<file path="config.mk">
export PLATFORM = sky130hd
export DESIGN_NAME = router_1xn
export DESIGN_NICKNAME = d
export VERILOG_FILES = /design/src/rtl/router_1xn.sv
export SDC_FILE = /design/constraint.sdc
export NUM_CORES = 1
export LEC_CHECK = 0
export BUFFER_PORTS_ARGS = -buffer_cell sky130_fd_sc_hd__buf_2
export CAP_MARGIN = 40
export CORE_MARGIN = 2
export CORE_UTILIZATION = 55
export DETAILED_ROUTE_END_ITERATION = 16
export PLACE_DENSITY = 0.71
export SKIP_CTS_REPAIR_TIMING = 1
export SLEW_MARGIN = 20
export SYNTH_ARGS = -nofsm -noshare
export SYNTH_HDL_FRONTEND = slang
export SYNTH_SLANG_ARGS = --single-unit
</file>
<file path="constraint.sdc">
create_clock -name clock -period 5.2 [get_ports clock]
set_input_delay 1.3 -clock clock [delete_from_list [all_inputs] [get_ports clock]]
set_output_delay 1.3 -clock clock [all_outputs]
set_load 0.1 [all_outputs]
</file>
<file path="src/rtl/router_1xn.sv">
// router_1xn: byte-serial 1-to-N packet router. Each packet is steered by its
// header address into one of NUM_PORTS output FIFOs. The router checks XOR
// parity and payload length, and flushes a channel that goes unread too long.
module router_1xn #(
  parameter int unsigned DW        = 8,
  parameter int unsigned NUM_PORTS = 3,
  parameter int unsigned DEPTH     = 16,
  parameter int unsigned TIMEOUT   = 30
) (
  input  logic                    clock,
  input  logic                    resetn,
  input  logic                    pkt_valid,
  input  logic [DW-1:0]           data_in,
  input  logic [NUM_PORTS-1:0]    read_enb,
  output logic [NUM_PORTS*DW-1:0] data_out,
  output logic [NUM_PORTS-1:0]    vld_out,
  output logic                    busy,
  output logic                    err,
  output logic                    len_err
);

  localparam int unsigned AW  = $clog2(NUM_PORTS);
  localparam int unsigned CW  = DW - AW;
  localparam int unsigned NP2 = 1 << AW;
  localparam int unsigned PW  = $clog2(DEPTH);
  localparam int unsigned TW  = $clog2(TIMEOUT + 1);

  typedef enum logic [2:0] {StIdle, StWaitEmpty, StLoad, StCheck, StDrop} state_e;

  state_e        state_q, state_d;
  logic [AW-1:0] dest_q, dest_d;
  logic [DW-1:0] hdr_q, hdr_d;
  logic [DW-1:0] parity_q, parity_d;
  logic [DW-1:0] rx_parity_q, rx_parity_d;
  logic [CW-1:0] count_q, count_d;
  logic [CW-1:0] len_q, len_d;
  logic          err_q, err_d;
  logic          len_err_q, len_err_d;

  logic [NUM_PORTS-1:0] empty, full, flush, wr_en;
  logic [NP2-1:0]       empty_x, full_x, flush_x;
  logic                 wr_any;
  logic [AW-1:0]        wr_sel;
  logic [DW-1:0]        wr_data;
  logic [AW-1:0]        hdr_addr;
  logic                 hdr_bad;

  assign hdr_addr = data_in[AW-1:0];
  assign hdr_bad  = 32'(hdr_addr) >= NUM_PORTS;

  // Pad the per-channel status to a power of two so any address can index it safely.
  always_comb begin
    empty_x = '1;
    full_x  = '0;
    flush_x = '0;
    empty_x[NUM_PORTS-1:0] = empty;
    full_x[NUM_PORTS-1:0]  = full;
    flush_x[NUM_PORTS-1:0] = flush;
  end

  // Decode the single FIFO write port into per-channel enables.
  always_comb begin
    for (int k = 0; k < NUM_PORTS; k++) begin
      wr_en[k] = wr_any && (wr_sel == AW'(k));
    end
  end

  // Packet FSM: next state, FIFO write request, checker updates and busy.
  always_comb begin
    state_d     = state_q;
    dest_d      = dest_q;
    hdr_d       = hdr_q;
    parity_d    = parity_q;
    rx_parity_d = rx_parity_q;
    count_d     = count_q;
    len_d       = len_q;
    err_d       = err_q;
    len_err_d   = len_err_q;
    wr_any      = 1'b0;
    wr_sel      = dest_q;
    wr_data     = data_in;
    busy        = 1'b0;
    unique case (state_q)
      StIdle: begin
        if (pkt_valid) begin
          dest_d = hdr_addr;
          hdr_d  = data_in;
          if (hdr_bad) begin
            state_d = StDrop;
          end else if (empty_x[hdr_addr]) begin
            wr_any    = 1'b1;
            wr_sel    = hdr_addr;
            err_d     = 1'b0;
            len_err_d = 1'b0;
            parity_d  = data_in;
            count_d   = '0;
            len_d     = data_in[DW-1:AW];
            state_d   = StLoad;
          end else begin
            state_d = StWaitEmpty;
          end
        end
      end
      StWaitEmpty: begin
        busy = 1'b1;
        if (flush_x[dest_q]) begin
          state_d = StDrop;
        end else if (empty_x[dest_q]) begin
          wr_any    = 1'b1;
          wr_data   = hdr_q;
          err_d     = 1'b0;
          len_err_d = 1'b0;
          parity_d  = hdr_q;
          count_d   = '0;
          len_d     = hdr_q[DW-1:AW];
          state_d   = StLoad;
        end
      end
      StLoad: begin
        busy = full_x[dest_q];
        if (!full_x[dest_q]) begin
          wr_any = 1'b1;
          if (pkt_valid) begin
            parity_d = parity_q ^ data_in;
            if (count_q != '1) count_d = count_q + 1'b1;
          end else begin
            rx_parity_d = data_in;
            state_d     = StCheck;
          end
        end
        // A flush abandons the packet; if its last byte was just taken there is nothing to drop.
        if (flush_x[dest_q]) begin
          state_d = (!full_x[dest_q] && !pkt_valid) ? StIdle : StDrop;
        end
      end
      StCheck: begin
        busy      = 1'b1;
        err_d     = parity_q != rx_parity_q;
        len_err_d = count_q != len_q;
        state_d   = StIdle;
      end
      StDrop: begin
        if (!pkt_valid) state_d = StIdle;
      end
      default: state_d = StIdle;
    endcase
  end

  // FSM and checker registers.
  always_ff @(posedge clock) begin
    if (!resetn) begin
      state_q     <= StIdle;
      dest_q      <= '0;
      hdr_q       <= '0;
      parity_q    <= '0;
      rx_parity_q <= '0;
      count_q     <= '0;
      len_q       <= '0;
      err_q       <= 1'b0;
      len_err_q   <= 1'b0;
    end else begin
      state_q     <= state_d;
      dest_q      <= dest_d;
      hdr_q       <= hdr_d;
      parity_q    <= parity_d;
      rx_parity_q <= rx_parity_d;
      count_q     <= count_d;
      len_q       <= len_d;
      err_q       <= err_d;
      len_err_q   <= len_err_d;
    end
  end

  assign err     = err_q;
  assign len_err = len_err_q;

  for (genvar k = 0; k < NUM_PORTS; k++) begin : gen_ch
    logic [DW-1:0] mem [DEPTH];
    logic [PW:0]   wptr_q, rptr_q;
    logic [DW-1:0] dout_q;
    logic [TW-1:0] timer_q;
    logic          rd_en, idle;

    assign empty[k] = wptr_q == rptr_q;
    assign full[k]  = (wptr_q[PW] != rptr_q[PW]) && (wptr_q[PW-1:0] == rptr_q[PW-1:0]);
    assign rd_en    = read_enb[k] & ~empty[k];
    assign idle     = ~empty[k] & ~read_enb[k];
    // The edge that closes the TIMEOUT-th consecutive unread cycle is the flush edge.
    assign flush[k] = idle && (timer_q == TW'(TIMEOUT - 1));
    assign vld_out[k]           = ~empty[k];
    assign data_out[k*DW +: DW] = dout_q;

    // Storage array; contents need no reset because the pointers gate visibility.
    always_ff @(posedge clock) begin
      if (wr_en[k]) mem[wptr_q[PW-1:0]] <= wr_data;
    end

    // Pointers, read register and idle timer; a flush acts as a local reset.
    always_ff @(posedge clock) begin
      if (!resetn || flush[k]) begin
        wptr_q  <= '0;
        rptr_q  <= '0;
        dout_q  <= '0;
        timer_q <= '0;
      end else begin
        if (wr_en[k]) wptr_q <= wptr_q + 1'b1;
        if (rd_en) begin
          dout_q <= mem[rptr_q[PW-1:0]];
          rptr_q <= rptr_q + 1'b1;
        end
        timer_q <= idle ? timer_q + 1'b1 : '0;
      end
    end
  end

endmodule

</file>
==> results.json, run 1 <==
{
  "syn_area_sq_um": 20380,
  "finClkSkew_ps": 29.67,
  "finalSetupViolCount": 0,
  "dieArea_sq_um": 38610,
  "multi_input_area_sq_um": 6306,
  "ff_latch_area_sq_um": 13740,
  "ff2ff_setup_slack_ps": 1490,
  "numPortBuffers": 43,
  "clock_sinks": 494,
  "netlist.area_leader.share_pct": 56.57,
  "die_h_microns": 196.5,
  "cts_tree": "yes",
  "first_pass_iters": 5,
  "top_level_ports": 44,
  "worst_slew_pin_slew_ps": 820.0,
  "crit_type": "flop to primary output",
  "post-route-period-util_pct": 86.45,
  "min_path_cells": 2,
  "p_per_area_nw_per_um2": 510.7,
  "drive_gt1_share_pct": 21.17,
  "syn-instance-count": 1284,
  "layout.nets": 1380,
  "initial_core_util_pct": 55.81,
  "crit_path_start_kind": "flop",
  "cp.arrival_ps": 3200,
  "status": "complete, no violations",
  "ys_seq_area_share_pct": 67.38,
  "synth_edf_count": 384,
  "crit_required_ps": 3900,
  "clk_pin_slew_ps": 70,
  "max-slew-margin-rel_pct": 45.34,
  "reg2reg_depth": 7,
  "synth_cell_type_count": 61,
  "die_x_microns": 196.5,
  "drtAntennaViolNets": 0,
  "wl_per_cell_microns": 25.09,
  "hold_path.startpoint": "gen_ch[0].dout_q[0]",
  "routed_via_density": 6.283,
  "rows": 70,
  "min_path_type": "flop to flop",
  "setup-tns-final_ps": 0,
  "path_max_fanout": 36,
  "end_kind": "primary output",
  "postLayoutCoreUtil_pct": 62.39,
  "irDropWorstVdd_v": 0.0003164,
  "drt_iter0_markers": 1398,
  "overflow": 0,
  "core_sq_um": 36520,
  "syn_nets": 1320,
  "fill_cells": 2584,
  "htree_levels": 2,
  "hpwl_microns": 29610,
  "area_growth_pct": 11.79,
  "cts_root_buf": "clkbuf_16",
  "r2r-start": "gen_ch[1].rptr_q[1]",
  "place.gp.congestion": 0.8444,
  "maxSlewViolCount": 0,
  "diodes": 0,
  "leakage_nw": 7.562,
  "fmax_ghz": 0.2225,
  "track_usage_pct": 24.66,
  "yosys_warnings": 0,
  "synth.most_common_cell": "edfxtp_1",
  "async_reset_ff_share_pct": 0,
  "cts_buffer_depth": 3,
  "cts_buffers": 48,
  "power.total_w": 0.01164,
  "grt_pass1_wl_microns": 71030,
  "hold_violations": 0,
  "synth_ff_type": "edfxtp_1",
  "first_global_vias": 11533,
  "yosys.area.top_type": "edfxtp_1",
  "hold_end": "gen_ch[0].dout_q[0]",
  "rsz0062_at_grt": "false",
  "ys_ff_latch": 494,
  "fin_crit_ps": 4495,
  "routed_wl_microns": 46470,
  "r2r-end": "gen_ch[1].mem[10][5]",
  "vias": 11636,
  "ys_top_cells_by_count": "edfxtp_1 (384), mux4_2 (120), nand2_1 (116)",
  "syn_area_per_cell_sq_um": 15.87,
  "drv_cap": 0,
  "grt_antenna_before_repair": 0,
  "clk_latency_ps": 580,
  "grt_max_degree": 49,
  "route.detailed.drc": 0,
  "synth.area.top_cells": "edfxtp_1 (57%), mux4_2 (13%), dfxtp_1 (11%)"
}
[worst max path at each step]
stage,start,to,slack (ps),depth (start not counted)
after floorplan,data_in[0],gen_ch[0].mem[0][0],1040,3
after global placement,pkt_valid,gen_ch[0].mem[15][1],1380,5
after detailed placement,pkt_valid,gen_ch[2].mem[0][4],1260,10
after CTS,gen_ch[1].rptr_q[1],busy,740,7
after global routing,gen_ch[1].rptr_q[2],busy,500,6
final,gen_ch[1].rptr_q[1],busy,700,7
[flip-flops by register name, indices dropped and copies added (netlist names)]
name	count
gen_ch.wptr_q	15
gen_ch.rptr_q	15
rx_parity_q	8
count_q	6
gen_ch.dout_q	24
hdr_q	7
parity_q	8
gen_ch.mem	384
len_q	6
len_err	1
gen_ch.timer_q	15
state_q	3
dest_q	1
err	1
[per-stage QoR]
step	instance area [sq um]	hold slack, ps	setup slack, ps	std cells
6_report	22790	451.0	704.6	1852
5_1_grt	22790	472.7	502.7	1852
4_1_cts	22750	455.4	743.7	1850
3_5_place_dp	21180	446.7	1258	1760
3_3_place_gp	21160	441.3	1381	1756
2_1_floorplan	20380	433.4	1043	1284
[where the power goes]
part / total (W) / internal (W) / switching (W)
combinational: 0.00328 / 0.00108 / 0.00220
sequential: 0.00489 / 0.00471 / 0.000178
clock: 0.00347 / 0.00201 / 0.00145
[worst max-delay path: stages (launching register included)]
cell and delay, ps:
dfxtp_1 320, buf_4 420, xor2_1 180, nor4_4 630, nand2_1 110, a21o_1 380, nand2_1 150, buf_2 430
[kinds of logic after synthesis]
logic type	count (synthesis)	synth area share [%]
buffers and inverters	88	1.823
xor gates and xnor gates	52	2.235
DFF	494	67.38
muxes	137	14.14
and+or+nand+nor	335	8.085
AOI/OAI and AO/OA	156	4.985
adders and majority gates	22	1.351
[layout make-up]
type | instances | area share, %
sequential | 494 | 60.29
multi-input combinational | 702 | 27.68
clock buffer | 62 | 5.683
tap | 468 | 2.570
timing repair buffer | 80 | 2.295
clock inverter | 28 | 1.192
inverter | 18 | 0.2965
[metal layers]
layer  vias to the layer above  wire length [microns]  track usage [%]
met3                        91                   3832            4.432
met5                         -                      0                0
met1                      5833                  19270            35.26
met2                       568                  22110            38.99
met4                         0                   1254            8.025
li1                       5144                      -                -
[cell usage in the layout, fill, tap and decap left out, types with 4 or more instances in the layout]
master and n:
edfxtp_1 384, mux4_2 120, nand2_1 116, dfxtp_1 107, nor2_1 70, a21oi_1 59
clkbuf_16 49, buf_2 44, and3_1 42, buf_4 34, xor2_1 33, nand3_1 26
o21ai_0 25, ha_1 22, xnor2_1 19, inv_1 18, and2_1 13, nand4_1 12
clkinv_2 11, clkbuf_1 11, nor2b_1 10, or3_1 9, mux2i_1 9, mux2_2 8
o31ai_1 8, nor3_1 8, clkinv_1 8, nor4_1 6, a31oi_1 6, or4_1 6
o2111ai_1 6, a22o_1 6, a32o_1 6, a311oi_1 6, bufinv_16 5, and4_1 4
a32oi_1 4
No activity file was read; power rests on OpenSTA's default activity.
==> run 2, diff against run 1 <==
- CORE_ASPECT_RATIO: not set -> 1.5
==> run 2 against run 1 <==
  * Total power down 1.8%
  * Utilization down 0.54 points
  * Largest cell class unchanged
  * Highest routed layer unchanged
  * Worst setup slack better by 130 ps
  * Critical endpoint unchanged
  * Routed wire length up 0.22%
  * Via count down 1.2%
  * Largest power group unchanged
==> results.json, run 2 (synthesis results as in run 1) <==
{
  "fmax_ghz": 0.2290,
  "numPortBuffers": 43,
  "track_usage_pct": 24.47,
  "power.total_w": 0.01143,
  "clk_latency_ps": 570,
  "postLayoutCoreUtil_pct": 61.85,
  "finClkSkew_ps": 20.69,
  "slowest_stage": "dfxtp_1",
  "largest_reg_flops": 384,
  "end_kind": "primary output",
  "vias": 11494,
  "setup-tns-final_ps": 0,
  "layout_commonest_cell": "edfxtp_1",
  "worst_slack_ps": 834.0,
  "drt_iter0_markers": 1054,
  "drive_gt1_share_pct": 20.89,
  "post-route-period-util_pct": 83.96,
  "grt_antenna_before_repair": 0,
  "cts_buffers": 44,
  "grt_pass1_wl_microns": 70060,
  "dieArea_sq_um": 38650,
  "top_level_ports": 44,
  "worst_slew_pin_slew_ps": 831.5,
  "diodes": 0,
  "finalSetupViolCount": 0,
  "cts_buffer_depth": 3,
  "hpwl_microns": 31390,
  "route.detailed.drc": 0,
  "layout.nets": 1375,
  "clk_pin_slew_ps": 70,
  "path_cells": "xnor2_1 -> and4_1 -> a32oi_1 -> a21o_1 -> nand2_1 -> buf_2",
  "place_area_sq_um": 21230,
  "slowest_delay_ps": 780,
  "overflow": 0,
  "cts_tree": "yes",
  "crit_path_start_kind": "flop",
  "crit_required_ps": 3900,
  "place.gp.congestion": 0.8680,
  "crit_family": "flip-flops",
  "routed_via_density": 6.186,
  "grt_max_degree": 49,
  "drtAntennaViolNets": 0,
  "first_global_vias": 11412,
  "crit_type": "flop to primary output",
  "first_pass_iters": 5,
  "htree_levels": 2,
  "clock_sinks": 494,
  "maxSlewViolCount": 0,
  "p_per_area_nw_per_um2": 503.5,
  "rsz0062_at_grt": "false",
  "max-slew-margin-rel_pct": 44.36,
  "drv_cap": 0,
  "cts_root_buf": "clkbuf_16",
  "die_x_microns": 161.2,
  "irDropWorstVdd_v": 0.0004600,
  "final_cell_mix": "edfxtp_1 (384), mux4_2 (120), nand2_1 (116), dfxtp_1 (107), nor2_1 (70)",
  "rows": 86,
  "area_growth_pct": 11.34,
  "leakage_nw": 7.490,
  "cp.arrival_ps": 3070,
  "path_buf_inv": 1,
  "routed_wl_microns": 46570,
  "core_sq_um": 36690,
  "path_max_fanout": 14,
  "post-route-cell-area_sq_um": 22690,
  "die_h_microns": 239.8,
  "place_ws_ps": 1273,
  "initial_core_util_pct": 55.55,
  "status": "complete, no violations",
  "fin_crit_ps": 4366,
  "wl_per_cell_microns": 25.06,
  "hold_violations": 0,
  "min_path_type": "flop to flop"
}
run 2: changes by cell type in the layout (fill, tap and decap cells not counted), sizes merged:
cell / previous run / this run
clkbuf: 62 / 52
clkinvlp: 1 / 4
inv: 21 / 19
buf: 80 / 79
run 2: worst paths after layout:
kind                       startpoint                  end  slack [ps]  cells after the start
setup / recovery  gen_ch[0].rptr_q[2]                 busy         830                      6
hold / removal    gen_ch[0].dout_q[6]  gen_ch[0].dout_q[6]         450                      2
setup reg to reg  gen_ch[0].rptr_q[2]  gen_ch[1].mem[9][0]        1600                      7
hold reg to reg   gen_ch[0].dout_q[6]  gen_ch[0].dout_q[6]         450                      2
run 2: area by class of cell:
type	count	area, sq um
fillers	2609	14000
well taps	484	605.6
flip-flops and latches	494	13740
clock inverters	29	287.8
inverters	18	67.56
clock buffers	52	1174
repair buffers	79	515.5
multi-input cells	702	6306
run 2: where the power goes:
group	total, W	leakage, nW	switching, W	internal [W]
sequential	0.00489	4.35	0.000185	0.00471
combinational	0.00325	2.43	0.00217	0.00108
clock	0.00328	0.706	0.00141	0.00187
total	0.0114	7.49	0.00377	0.00766
run 2: layer usage:
layer | part of all wire (%) | GRT usage [%] | vias to the layer above
met5 | 0 | 0 | -
met4 | 3.8 | 9.334 | 0
met3 | 5.8 | 3.082 | 98
met2 | 53 | 44.13 | 473
met1 | 37 | 30.20 | 5780
li1 | - | - | 5143
run 2: worst reg2reg max path, delay by kind of cell, from the launching register on:
kind	cells	cell delay, ps
flops	1	780
compound gates	3	1260
xor+xnor	1	200
buf+inv	1	460
simple gates	2	660
run 2: through the flow:
| stage | cells | hold WS [ps] |
|---|---|---|
| finish | 1858 | 453.7 |
| global route | 1858 | 472.4 |
| CTS | 1858 | 454.3 |
| detailed placement | 1777 | 445.3 |
| global placement | 1773 | 439.6 |
| floorplan | 1284 | 433.4 |
